$ cat src/rtl/load_store_unit.sv
// Load/store unit: turns RISC-V lb..sw requests into word-aligned memory_bus accesses.
// Define LSU_MISALIGN_SPLIT_EN to split misaligned accesses instead of faulting them.
module load_store_unit #(
    parameter int ADDRESS_WIDTH    = 16,
    parameter int READ_WAIT_CYCLES = 1
) (
    input  logic                     raw_clk,
    input  logic                     reset,
    input  logic                     start,
    input  logic                     is_store,
    input  logic [2:0]               funct3,
    input  logic [31:0]              addr,
    input  logic [31:0]              store_data,
    output logic [31:0]              load_data,
    output logic                     done,
    output logic                     fault,
    output logic                     busy,
    output logic [ADDRESS_WIDTH-1:0] bus_address,
    output logic [31:0]              bus_data_out,
    input  logic [31:0]              bus_data_in,
    output logic [3:0]               bus_write_mask,
    output logic                     bus_enable,
    output logic                     bus_write_enable
);
    localparam int CW = (READ_WAIT_CYCLES > 1) ? $clog2(READ_WAIT_CYCLES) : 1;
    localparam logic [CW-1:0] LAST = CW'(READ_WAIT_CYCLES - 1);

    typedef enum logic [2:0] {S_IDLE, S_REQ, S_WAIT, S_WRITE, S_DONE} state_t;

    state_t                   state_q, state_d;
    logic                     is_store_q, is_store_d;
    logic [2:0]               funct3_q, funct3_d;
    logic [ADDRESS_WIDTH-1:0] addr_q, addr_d;
    logic [31:0]              wdata_q, wdata_d;
    logic [CW-1:0]            cnt_q, cnt_d;
    logic [31:0]              load_data_q, load_data_d;
    logic                     fault_q, fault_d;

    logic       idle, req_store, sz_b, sz_h, sz_w, valid, aligned, bad;
    logic [2:0] req_f3;
    logic [1:0] off;
    logic [3:0] bm, wm_lo;
    logic [31:0] repl, ld_sh, ld_ext;
    logic       unused_hi;

    // Decode looks at the live inputs in IDLE and at the latched request afterwards.
    assign idle      = (state_q == S_IDLE);
    assign req_store = idle ? is_store : is_store_q;
    assign req_f3    = idle ? funct3 : funct3_q;
    assign off       = idle ? addr[1:0] : addr_q[1:0];
    assign unused_hi = ^addr[31:ADDRESS_WIDTH];

    assign sz_b    = (req_f3[1:0] == 2'b00);
    assign sz_h    = (req_f3[1:0] == 2'b01);
    assign sz_w    = (req_f3[1:0] == 2'b10);
    assign valid   = req_store ? (req_f3[2] == 1'b0 && req_f3[1:0] != 2'b11)
                               : (req_f3[1:0] != 2'b11 && !(req_f3[2] && req_f3[1]));
    assign aligned = !(sz_h && off[0]) && !(sz_w && off != 2'b00);
    assign bm      = sz_w ? 4'b1111 : (sz_h ? 4'b0011 : 4'b0001);
    assign wm_lo   = bm << off;
    assign repl    = sz_b ? {4{wdata_q[7:0]}} : (sz_h ? {2{wdata_q[15:0]}} : wdata_q);

`ifdef LSU_MISALIGN_SPLIT_EN
    logic        second_q, second_d;
    logic [31:0] lo_q, lo_d;
    logic        cross;
    logic [7:0]  m8;
    logic [63:0] st_win;

    assign bad    = !valid;
    assign cross  = (sz_h && off == 2'b11) || (sz_w && off != 2'b00);
    assign m8     = {4'b0000, bm} << off;
    assign st_win = {32'b0, wdata_q} << {off, 3'b000};
    assign ld_sh  = 32'({(second_q ? bus_data_in : 32'b0),
                         (second_q ? lo_q : bus_data_in)} >> {off, 3'b000});

    assign bus_address    = {addr_q[ADDRESS_WIDTH-1:2], 2'b00}
                          + (second_q ? ADDRESS_WIDTH'(4) : ADDRESS_WIDTH'(0));
    assign bus_data_out   = second_q ? st_win[63:32] : (aligned ? repl : st_win[31:0]);
    assign bus_write_mask = (state_q == S_WRITE) ? (second_q ? m8[7:4] : wm_lo) : 4'b0000;
`else
    assign bad            = !valid || !aligned;
    assign ld_sh          = bus_data_in >> {off, 3'b000};
    assign bus_address    = {addr_q[ADDRESS_WIDTH-1:2], 2'b00};
    assign bus_data_out   = repl;
    assign bus_write_mask = (state_q == S_WRITE) ? wm_lo : 4'b0000;
`endif

    always_comb begin
        ld_ext = ld_sh;
        unique case (1'b1)
            sz_b:    ld_ext = {{24{~req_f3[2] & ld_sh[7]}}, ld_sh[7:0]};
            sz_h:    ld_ext = {{16{~req_f3[2] & ld_sh[15]}}, ld_sh[15:0]};
            default: ld_ext = ld_sh;
        endcase
    end

    always_comb begin
        state_d     = state_q;
        is_store_d  = is_store_q;
        funct3_d    = funct3_q;
        addr_d      = addr_q;
        wdata_d     = wdata_q;
        cnt_d       = cnt_q;
        load_data_d = load_data_q;
        fault_d     = fault_q;
`ifdef LSU_MISALIGN_SPLIT_EN
        second_d    = second_q;
        lo_d        = lo_q;
`endif
        unique case (state_q)
            S_IDLE: begin
                if (start) begin
                    is_store_d = is_store;
                    funct3_d   = funct3;
                    addr_d     = addr[ADDRESS_WIDTH-1:0];
                    wdata_d    = store_data;
                    fault_d    = bad;
                    cnt_d      = '0;
`ifdef LSU_MISALIGN_SPLIT_EN
                    second_d   = 1'b0;
`endif
                    if (bad)           state_d = S_DONE;
                    else if (is_store) state_d = S_WRITE;
                    else               state_d = S_REQ;
                end
            end
            S_REQ: begin
                cnt_d   = '0;
                state_d = S_WAIT;
            end
            S_WAIT: begin
                if (cnt_q == LAST) begin
`ifdef LSU_MISALIGN_SPLIT_EN
                    if (cross && !second_q) begin
                        lo_d     = bus_data_in;
                        second_d = 1'b1;
                        state_d  = S_REQ;
                    end else begin
`else
                    begin
`endif
                        load_data_d = ld_ext;
                        state_d     = S_DONE;
                    end
                end else begin
                    cnt_d = cnt_q + CW'(1);
                end
            end
            S_WRITE: begin
`ifdef LSU_MISALIGN_SPLIT_EN
                if (cross && !second_q) second_d = 1'b1;
                else                    state_d  = S_DONE;
`else
                state_d = S_DONE;
`endif
            end
            S_DONE:  state_d = S_IDLE;
            default: state_d = S_IDLE;
        endcase
    end

    always_ff @(posedge raw_clk or posedge reset) begin
        if (reset) begin
            state_q     <= S_IDLE;
            is_store_q  <= 1'b0;
            funct3_q    <= 3'b000;
            addr_q      <= '0;
            wdata_q     <= '0;
            cnt_q       <= '0;
            load_data_q <= '0;
            fault_q     <= 1'b0;
`ifdef LSU_MISALIGN_SPLIT_EN
            second_q    <= 1'b0;
            lo_q        <= '0;
`endif
        end else begin
            state_q     <= state_d;
            is_store_q  <= is_store_d;
            funct3_q    <= funct3_d;
            addr_q      <= addr_d;
            wdata_q     <= wdata_d;
            cnt_q       <= cnt_d;
            load_data_q <= load_data_d;
            fault_q     <= fault_d;
`ifdef LSU_MISALIGN_SPLIT_EN
            second_q    <= second_d;
            lo_q        <= lo_d;
`endif
        end
    end

    assign load_data        = load_data_q;
    assign done             = (state_q == S_DONE);
    assign fault            = done && fault_q;
    assign busy             = !idle;
    assign bus_enable       = (state_q == S_REQ) || (state_q == S_WAIT) || (state_q == S_WRITE);
    assign bus_write_enable = (state_q == S_WRITE);
endmodule

$ cat config.mk
export PLATFORM = sky130hd
export DESIGN_NAME = load_store_unit
export DESIGN_NICKNAME = d
export VERILOG_FILES = /design/src/rtl/load_store_unit.sv
export SDC_FILE = /design/constraint.sdc
export NUM_CORES = 1
export LEC_CHECK = 0
export ABC_CLOCK_PERIOD_IN_PS = 7250
export BUFFER_PORTS_ARGS = -buffer_cell sky130_fd_sc_hd__buf_2
export CAP_MARGIN = 10
export CORE_AREA = 2 2 138 106
export CTS_CLUSTER_DIAMETER = 60
export DETAILED_ROUTE_END_ITERATION = 8
export DIE_AREA = 0 0 140 108
export PLACE_DENSITY = 0.66
export REMOVE_ABC_BUFFERS = 1
export SLEW_MARGIN = 20
export SYNTH_ARGS = -nofsm -noshare
export SYNTH_HDL_FRONTEND = slang
export SYNTH_SLANG_ARGS = --single-unit
$ cat constraint.sdc
create_clock -name raw_clk -period 7.25 [get_ports raw_clk]
set_input_delay 1.45 -clock raw_clk [delete_from_list [all_inputs] [get_ports raw_clk]]
set_output_delay 1.45 -clock raw_clk [all_outputs]
set_load 0.01 [all_outputs]
==> flow_metrics.tcl, run 1 <==
set metrics [dict create \
    core_sq_um 13700 \
    preCtsSetupSlack_ns 1.73 \
    synth.top_cell.area_share_pct 46.5 \
    hp-start "load_data[0]$_DFFE_PP0P_" \
    grt_pass1_vias 4014 \
    fmax_ghz 0.182 \
    period_share_pct 76.0 \
    grt-ovfl-total 0 \
    drt-initial-drc-count 230 \
    yosysWarnings 0 \
    startpoint_type "input port" \
    io_pins 192 \
    fin_tns_setup_ns 0 \
    grt_max_degree 89 \
    crit_arrival_ns 4.06 \
    p_seq_share_pct 28.4 \
    cts_root_buf "clkbuf_16" \
    place.gp.congestion 0.907 \
    p_per_area_nw_per_um2 553 \
    post_cts_buffers 0 \
    dieArea_sq_um 15100 \
    grt_pass1_wl_um 20400 \
    rr_startpoint "state_q[2]$_DFFE_PP0P_" \
    min_path_cells 2 \
    cp_max_fo 27 \
    status "complete, but fails checks" \
    p_int_uw 1830 \
    path_cells "buf_2 -> nor4b_1 -> nor2_1 -> ha_1 -> nor2_1 -> mux2_2 -> buf_2" \
    fin_hold_ws_ns 0.475 \
    syn2layout_area_growth_pct 24.0 \
    rsz0062_at_grt "no" \
    postCtsHoldBufs 0 \
    hold_class "reg -> reg" \
    peakVddDrop_mv 0.212 \
    slowest_delay_ns 0.82 \
    grt_usage_pct 17.0 \
    synth_cell_types 45 \
    ys_seq_area_share_pct 46.5 \
    routed-via-count 4070 \
    final_cell_mix "buf_2 (173), dfrtp_1 (88), nand2_1 (55)" \
    via_per_inst 5.07 \
    drv_cap 0 \
    drive_gt1_share_pct 41.9 \
    startpoint "funct3[1]" \
    failed_checks "DRC" \
    post_drt_wl_per_cell_um 16.1 \
    rr_worst_depth 7 \
    port_buffers 173 \
    leakage_uw 0.00279 \
    synth.largest_area_cell "dfrtp_1" \
    synth_area_leaders "dfrtp_1 (47%), mux2_2 (13%), o21ai_0 (5.0%)" \
    cpMaxStageDelayCell "nor2_1" \
    first_pass_iters 8 \
    die_h_um 108 \
    cts_tree "yes" \
    swShare_pct 43.7 \
    initial_core_util_pct 34.7 \
    ys_ff_latch 88 \
    dp_hpwl_um 9700 \
    p_switching_uw 1420 \
    cts_resized 0 \
    skew_ns 0.00541 \
    nets 727 \
    cp.depth 7 \
    clock_latency_ns 0.33 \
    netlist_area_sq_um 4730 \
    clkPwrFrac_pct 15.4 \
    cts.sinks 88 \
    path_buf_inv 2 \
    drv_slew 0 \
    setup_viol_count_final 0 \
    clkTransAtPathRegs_ns 0.06 \
    fin_ws_ns 1.74 \
    clk_path_buf_depth 2 \
    relSlewSlack_pct 37.2 \
    antenna_found_initial 1 \
    final_common_cell "buf_2" \
    fin_crit_ns 5.51 \
    syn_inst 482 \
    drc 12 \
    comb_power_share_pct 56.2 \
    rows 37 \
    finalHoldViolations 0 \
    worst_pin_slew_ns 0.941 \
    cts-htree-levels 3 \
    worst-setup-path-type "in -> out" \
    final_antenna_net_count 0 \
    avgSynthCellArea_sq_um 9.82 \
    crit_required_ns 5.80 \
    totalPowerFinal_uw 3250 \
    crit_path_end_kind "output pin" \
    cts_buffers 9 \
    critPathTopFamily "simple AND/OR/NAND/NOR gates" \
    die_w_um 140 \
    wirelength_um 12900 \
]
[layout make-up]
type | count | area [sq um]
clock buffer | 9 | 225
sequential | 88 | 2200
tap | 175 | 219
clock inverter | 7 | 95.1
fill | 1348 | 7780
antenna | 2 | 5.00
inverter | 17 | 65.1
timing repair buffer | 177 | 900
multi-input combinational | 327 | 2160
[layer usage]
metal / up-vias / GRT usage [%] / wire length (um) / part of all wire, %
met4: 0 / 3.54 / 114 / 0.88
met1: 1977 / 23.2 / 5900 / 46
met3: 10 / 5.05 / 947 / 7.3
met5: - / 0 / 0 / 0
met2: 146 / 27.1 / 5980 / 46
li1: 1937 / - / - / -
[metrics by stage]
stage | cells | instance area, sq um | util [%]
after detailed placement | 784 | 5540 | 40.6
after CTS | 800 | 5860 | 42.9
final | 802 | 5870 | 43.0
after global routing | 800 | 5870 | 43.0
after floorplan | 432 | 4420 | -
after global placement | 784 | 5540 | 40.6
[worst register-to-register path, cell delays in order (launching register included)]
cell and delay, ns:
dfrtp_1 0.61, nor4b_1 0.54, nor2_1 0.18, ha_1 0.49
and3_1 0.27, a221oi_1 0.33, a21boi_2 0.47, a21oi_1 0.14
[cells by family (layout without fill, tap and decap cells)]
group / Yosys count / count (layout) / synth area share (%)
AOI/OAI and AO/OA: 117 / 117 / 14.5
adders and majority gates: 4 / 4 / 1.06
buffers and inverters: 68 / 210 / 8.11
DFF: 88 / 88 / 46.5
muxes: 70 / 70 / 16.4
other: 1 / 4 / 0.0792
and+or+nand+nor: 134 / 134 / 13.4
[registers in the layout, summed over array words and instances (netlist names)]
register    count
funct3_q        3
addr_q         16
wdata_q        32
is_store_q      1
state_q         3
load_data      32
fault_q         1
[synth_stat cells]
library cell	instances
dfrtp_1	88
nand2_1	56
mux2_2	54
o21ai_0	47
a21oi_1	34
nor2_1	29
buf_4	25
nand3_1	18
clkbuf_1	16
inv_1	16
and2_1	11
mux2i_1	11
o21ai_1	10
o22a_1	8
mux2_1	5
nor3_1	5
and3_1	4
buf_2	4
buf_6	4
ha_1	4
o22ai_1	3
buf_1	2
nand2b_1	2
o31a_1	2
o31ai_1	2
or3_1	2
or4b_4	2
a211oi_1	1
a21bo_1	1
a21boi_2	1
a21oi_2	1
a221oi_1	1
a2bb2oi_1	1
a311oi_1	1
a32oi_1	1
a32oi_2	1
a41oi_1	1
conb_1	1
inv_2	1
nand2_2	1
nor2_2	1
nor3_4	1
nor4b_1	1
nor4b_2	1
o211ai_2	1
[worst paths after layout]
check / to / slack [ns]
max: bus_data_out[20] / 1.74
min: load_data[0]$_DFFE_PP0P_ / 0.48
max reg2reg: load_data[30]$_DFFE_PP0P_ / 4.09
min reg2reg: load_data[0]$_DFFE_PP0P_ / 0.48
max in group asynchronous: load_data[22]$_DFFE_PP0P_ / 5.32
min in group asynchronous: addr_q[2]$_DFFE_PP0P_ / 1.29
[power by group through the flow]
stage / clock [uW] / sequential [uW] / combinational [uW]
finish: 499 / 923 / 1820
detailed placement: 0 / 931 / 1830
global route: 538 / 961 / 2000
CTS: 514 / 925 / 1830
global placement: 0 / 910 / 1790
floorplan: 0 / 970 / 1120
(Power assumes the default switching activity.)
==> run 2, diff against run 1 <==
ABC_AREA = 1   (was default)
ABC_CLOCK_PERIOD_IN_PS = 5120   (was 7250)
CORE_AREA = 2 2 144 111   (was 2 2 138 106)
DIE_AREA = 0 0 146 113   (was 0 0 140 108)
PLACE_DENSITY = 0.65   (was 0.66)
clock period = 5.12 ns   (was 7.25 ns; I/O delays follow)
==> flow_metrics.tcl, run 2 <==
set metrics [dict create \
    status "finished clean" \
    hp-start "load_data[7]$_DFFE_PP0P_" \
    crit_required_ns 4.10 \
    fin_crit_ns 4.33 \
    syn_inst 601 \
    worst_pin_slew_ns 0.686 \
    ys_seq_area_share_pct 42.4 \
    drive_gt1_share_pct 41.0 \
    grt-ovfl-total 0 \
    cp_max_fo 18 \
    comb_power_share_pct 56.7 \
    yosysWarnings 0 \
    worst-setup-path-type "reg -> out" \
    relSlewSlack_pct 54.3 \
    drt-initial-drc-count 222 \
    first_pass_iters 5 \
    port_buffers 173 \
    synth_cell_types 32 \
    dieArea_sq_um 16500 \
    synth.top_cell.area_share_pct 42.4 \
    synth_ff_type "dfrtp_1" \
    routed-via-count 4420 \
    drv_slew 0 \
    drv_cap 0 \
    postCtsHoldBufs 0 \
    crit_path_end_kind "output pin" \
    core_sq_um 15000 \
    cts-htree-levels 3 \
    p_switching_uw 1960 \
    swShare_pct 45.3 \
    leakage_uw 0.00321 \
    fin_tns_setup_ns 0 \
    synth_edf_count 0 \
    skew_ns 0.00974 \
    clock_latency_ns 0.35 \
    p_seq_share_pct 28.4 \
    multi_input_area_sq_um 2390 \
    via_per_inst 4.67 \
    clkPwrFrac_pct 14.8 \
    design_area_sq_um 6270 \
    grt_pass1_wl_um 21700 \
    fin_hold_ws_ns 0.495 \
    cts.sinks 88 \
    clk_path_buf_depth 2 \
    synth_area_leaders "dfrtp_1 (42%), mux2_2 (9.8%), nand3_1 (6.8%)" \
    startpoint "state_q[0]$_DFFE_PP0P_" \
    cts_tree "yes" \
    cts_root_buf "clkbuf_16" \
    p_int_uw 2370 \
    rows 39 \
    rsz0062_at_grt "no" \
    drc 0 \
    p_per_area_nw_per_um2 691 \
    die_h_um 113 \
    cts_buffers 9 \
    ys_ff_latch 88 \
    cts_resized 0 \
    grt_usage_pct 16.7 \
    synth-async-reset-ratio_pct 100 \
    nets 843 \
    peakVddDrop_mv 0.319 \
    grt_max_degree 53 \
    setup_viol_count_final 0 \
    place.gp.congestion 0.903 \
    final_common_cell "buf_2" \
    die_w_um 146 \
    clkTransAtPathRegs_ns 0.07 \
    rr_startpoint "state_q[0]$_DFFE_PP0P_" \
    grt_pass1_vias 4191 \
    post_drt_wl_per_cell_um 14.5 \
    synth.largest_area_cell "dfrtp_1" \
    wirelength_um 13700 \
    netlist_area_sq_um 5190 \
    diodes 0 \
    avgSynthCellArea_sq_um 8.64 \
    final_antenna_net_count 0 \
    crit_arrival_ns 3.31 \
    io_pins 192 \
    hold_class "reg -> reg" \
    yosys-top-cells-count "nand2_1 (94), dfrtp_1 (88), nand3_1 (71), inv_1 (60), nor2_1 (51)" \
    placed_area_sq_um 5980 \
    post_cts_buffers 0 \
    fmax_ghz 0.231 \
    totalPowerFinal_uw 4330 \
    fill_cells 1578 \
    finalHoldViolations 0 \
    period_share_pct 84.6 \
    dp_hpwl_um 10000 \
    final_cell_mix "buf_2 (173), nand2_1 (93), dfrtp_1 (88)" \
    initial_core_util_pct 34.6 \
    startpoint_type "flop" \
    antenna_found_initial 0 \
    syn2layout_area_growth_pct 20.6 \
    seqCellArea_sq_um 2200 \
    yosysMostFrequentCell "nand2_1" \
]
[run 2: layout make-up]
cell class              instances  area share [%]
clock buffers                   9            3.59
clock inverters                 7           0.978
inverters                      62            3.75
multi-input cells             398            38.1
flip-flops and latches         88            35.1
well taps                     205            4.09
repair buffers                177            14.3
[run 2: kinds of logic (layout without fill, tap and decap cells)]
| logic type | Yosys count | count (layout) | synth area share, % |
|---|---|---|---|
| buf+inv | 116 | 255 | 11.8 |
| other cells | 1 | 2 | 0.0722 |
| simple gates | 279 | 279 | 27.8 |
| flops | 88 | 88 | 42.4 |
| fa+ha+maj | 4 | 4 | 0.963 |
| mux | 45 | 45 | 9.75 |
| compound gates | 68 | 68 | 7.27 |
[run 2: worst max-delay path, cell delays in order, from the launching register on]
cell and delay (ns):
dfrtp_1 0.44, nor2_4 0.39, nand2_4 0.21, o21ai_0 0.40
inv_1 0.12, ha_1 0.43, nor2_1 0.24, buf_4 0.22
mux2_2 0.35, buf_2 0.15
[run 2: path summary, 6_finish.rpt]
kind                                                   to  slack (ns)  cells after the start
worst max-delay path                     bus_data_out[18]        0.79                      9
worst max register to register  load_data[31]$_DFFE_PP0P_        1.93                     12
worst min register to register   load_data[7]$_DFFE_PP0P_        0.50                      2
worst min-delay path             load_data[7]$_DFFE_PP0P_        0.50                      2
max in group asynchronous       load_data[15]$_DFFE_PP0P_        3.39                      3
min in group asynchronous       load_data[21]$_DFFE_PP0P_        0.79                      2
[run 2: metrics by stage]
step	util [%]	instances	setup slack, ns
after detailed placement	39.8	930	1.04
after global placement	39.8	930	1.09
after global routing	41.7	946	0.509
after CTS	41.7	946	0.740
final	41.7	946	0.787
after floorplan	-	548	1.48
[run 2: power groups by stage]
stage          clock [uW]  combinational (uW)  sequential (uW)
5_1_grt               693                2730             1280
3_3_place_gp            0                2460             1230
2_1_floorplan           0                1530             1320
3_5_place_dp            0                2480             1250
4_1_cts               669                2490             1230
6_report              643                2460             1230
[run 2: per-layer routing]
layer / track usage (%) / vias up / wire length, um / share of wire, %
li1: - / 2210 / - / -
met1: 21.6 / 2046 / 6310 / 46
met2: 26.1 / 146 / 6060 / 44
met3: 5.85 / 18 / 1090 / 7.9
met4: 5.57 / 0 / 222 / 1.6
met5: 0 / - / 0 / 0
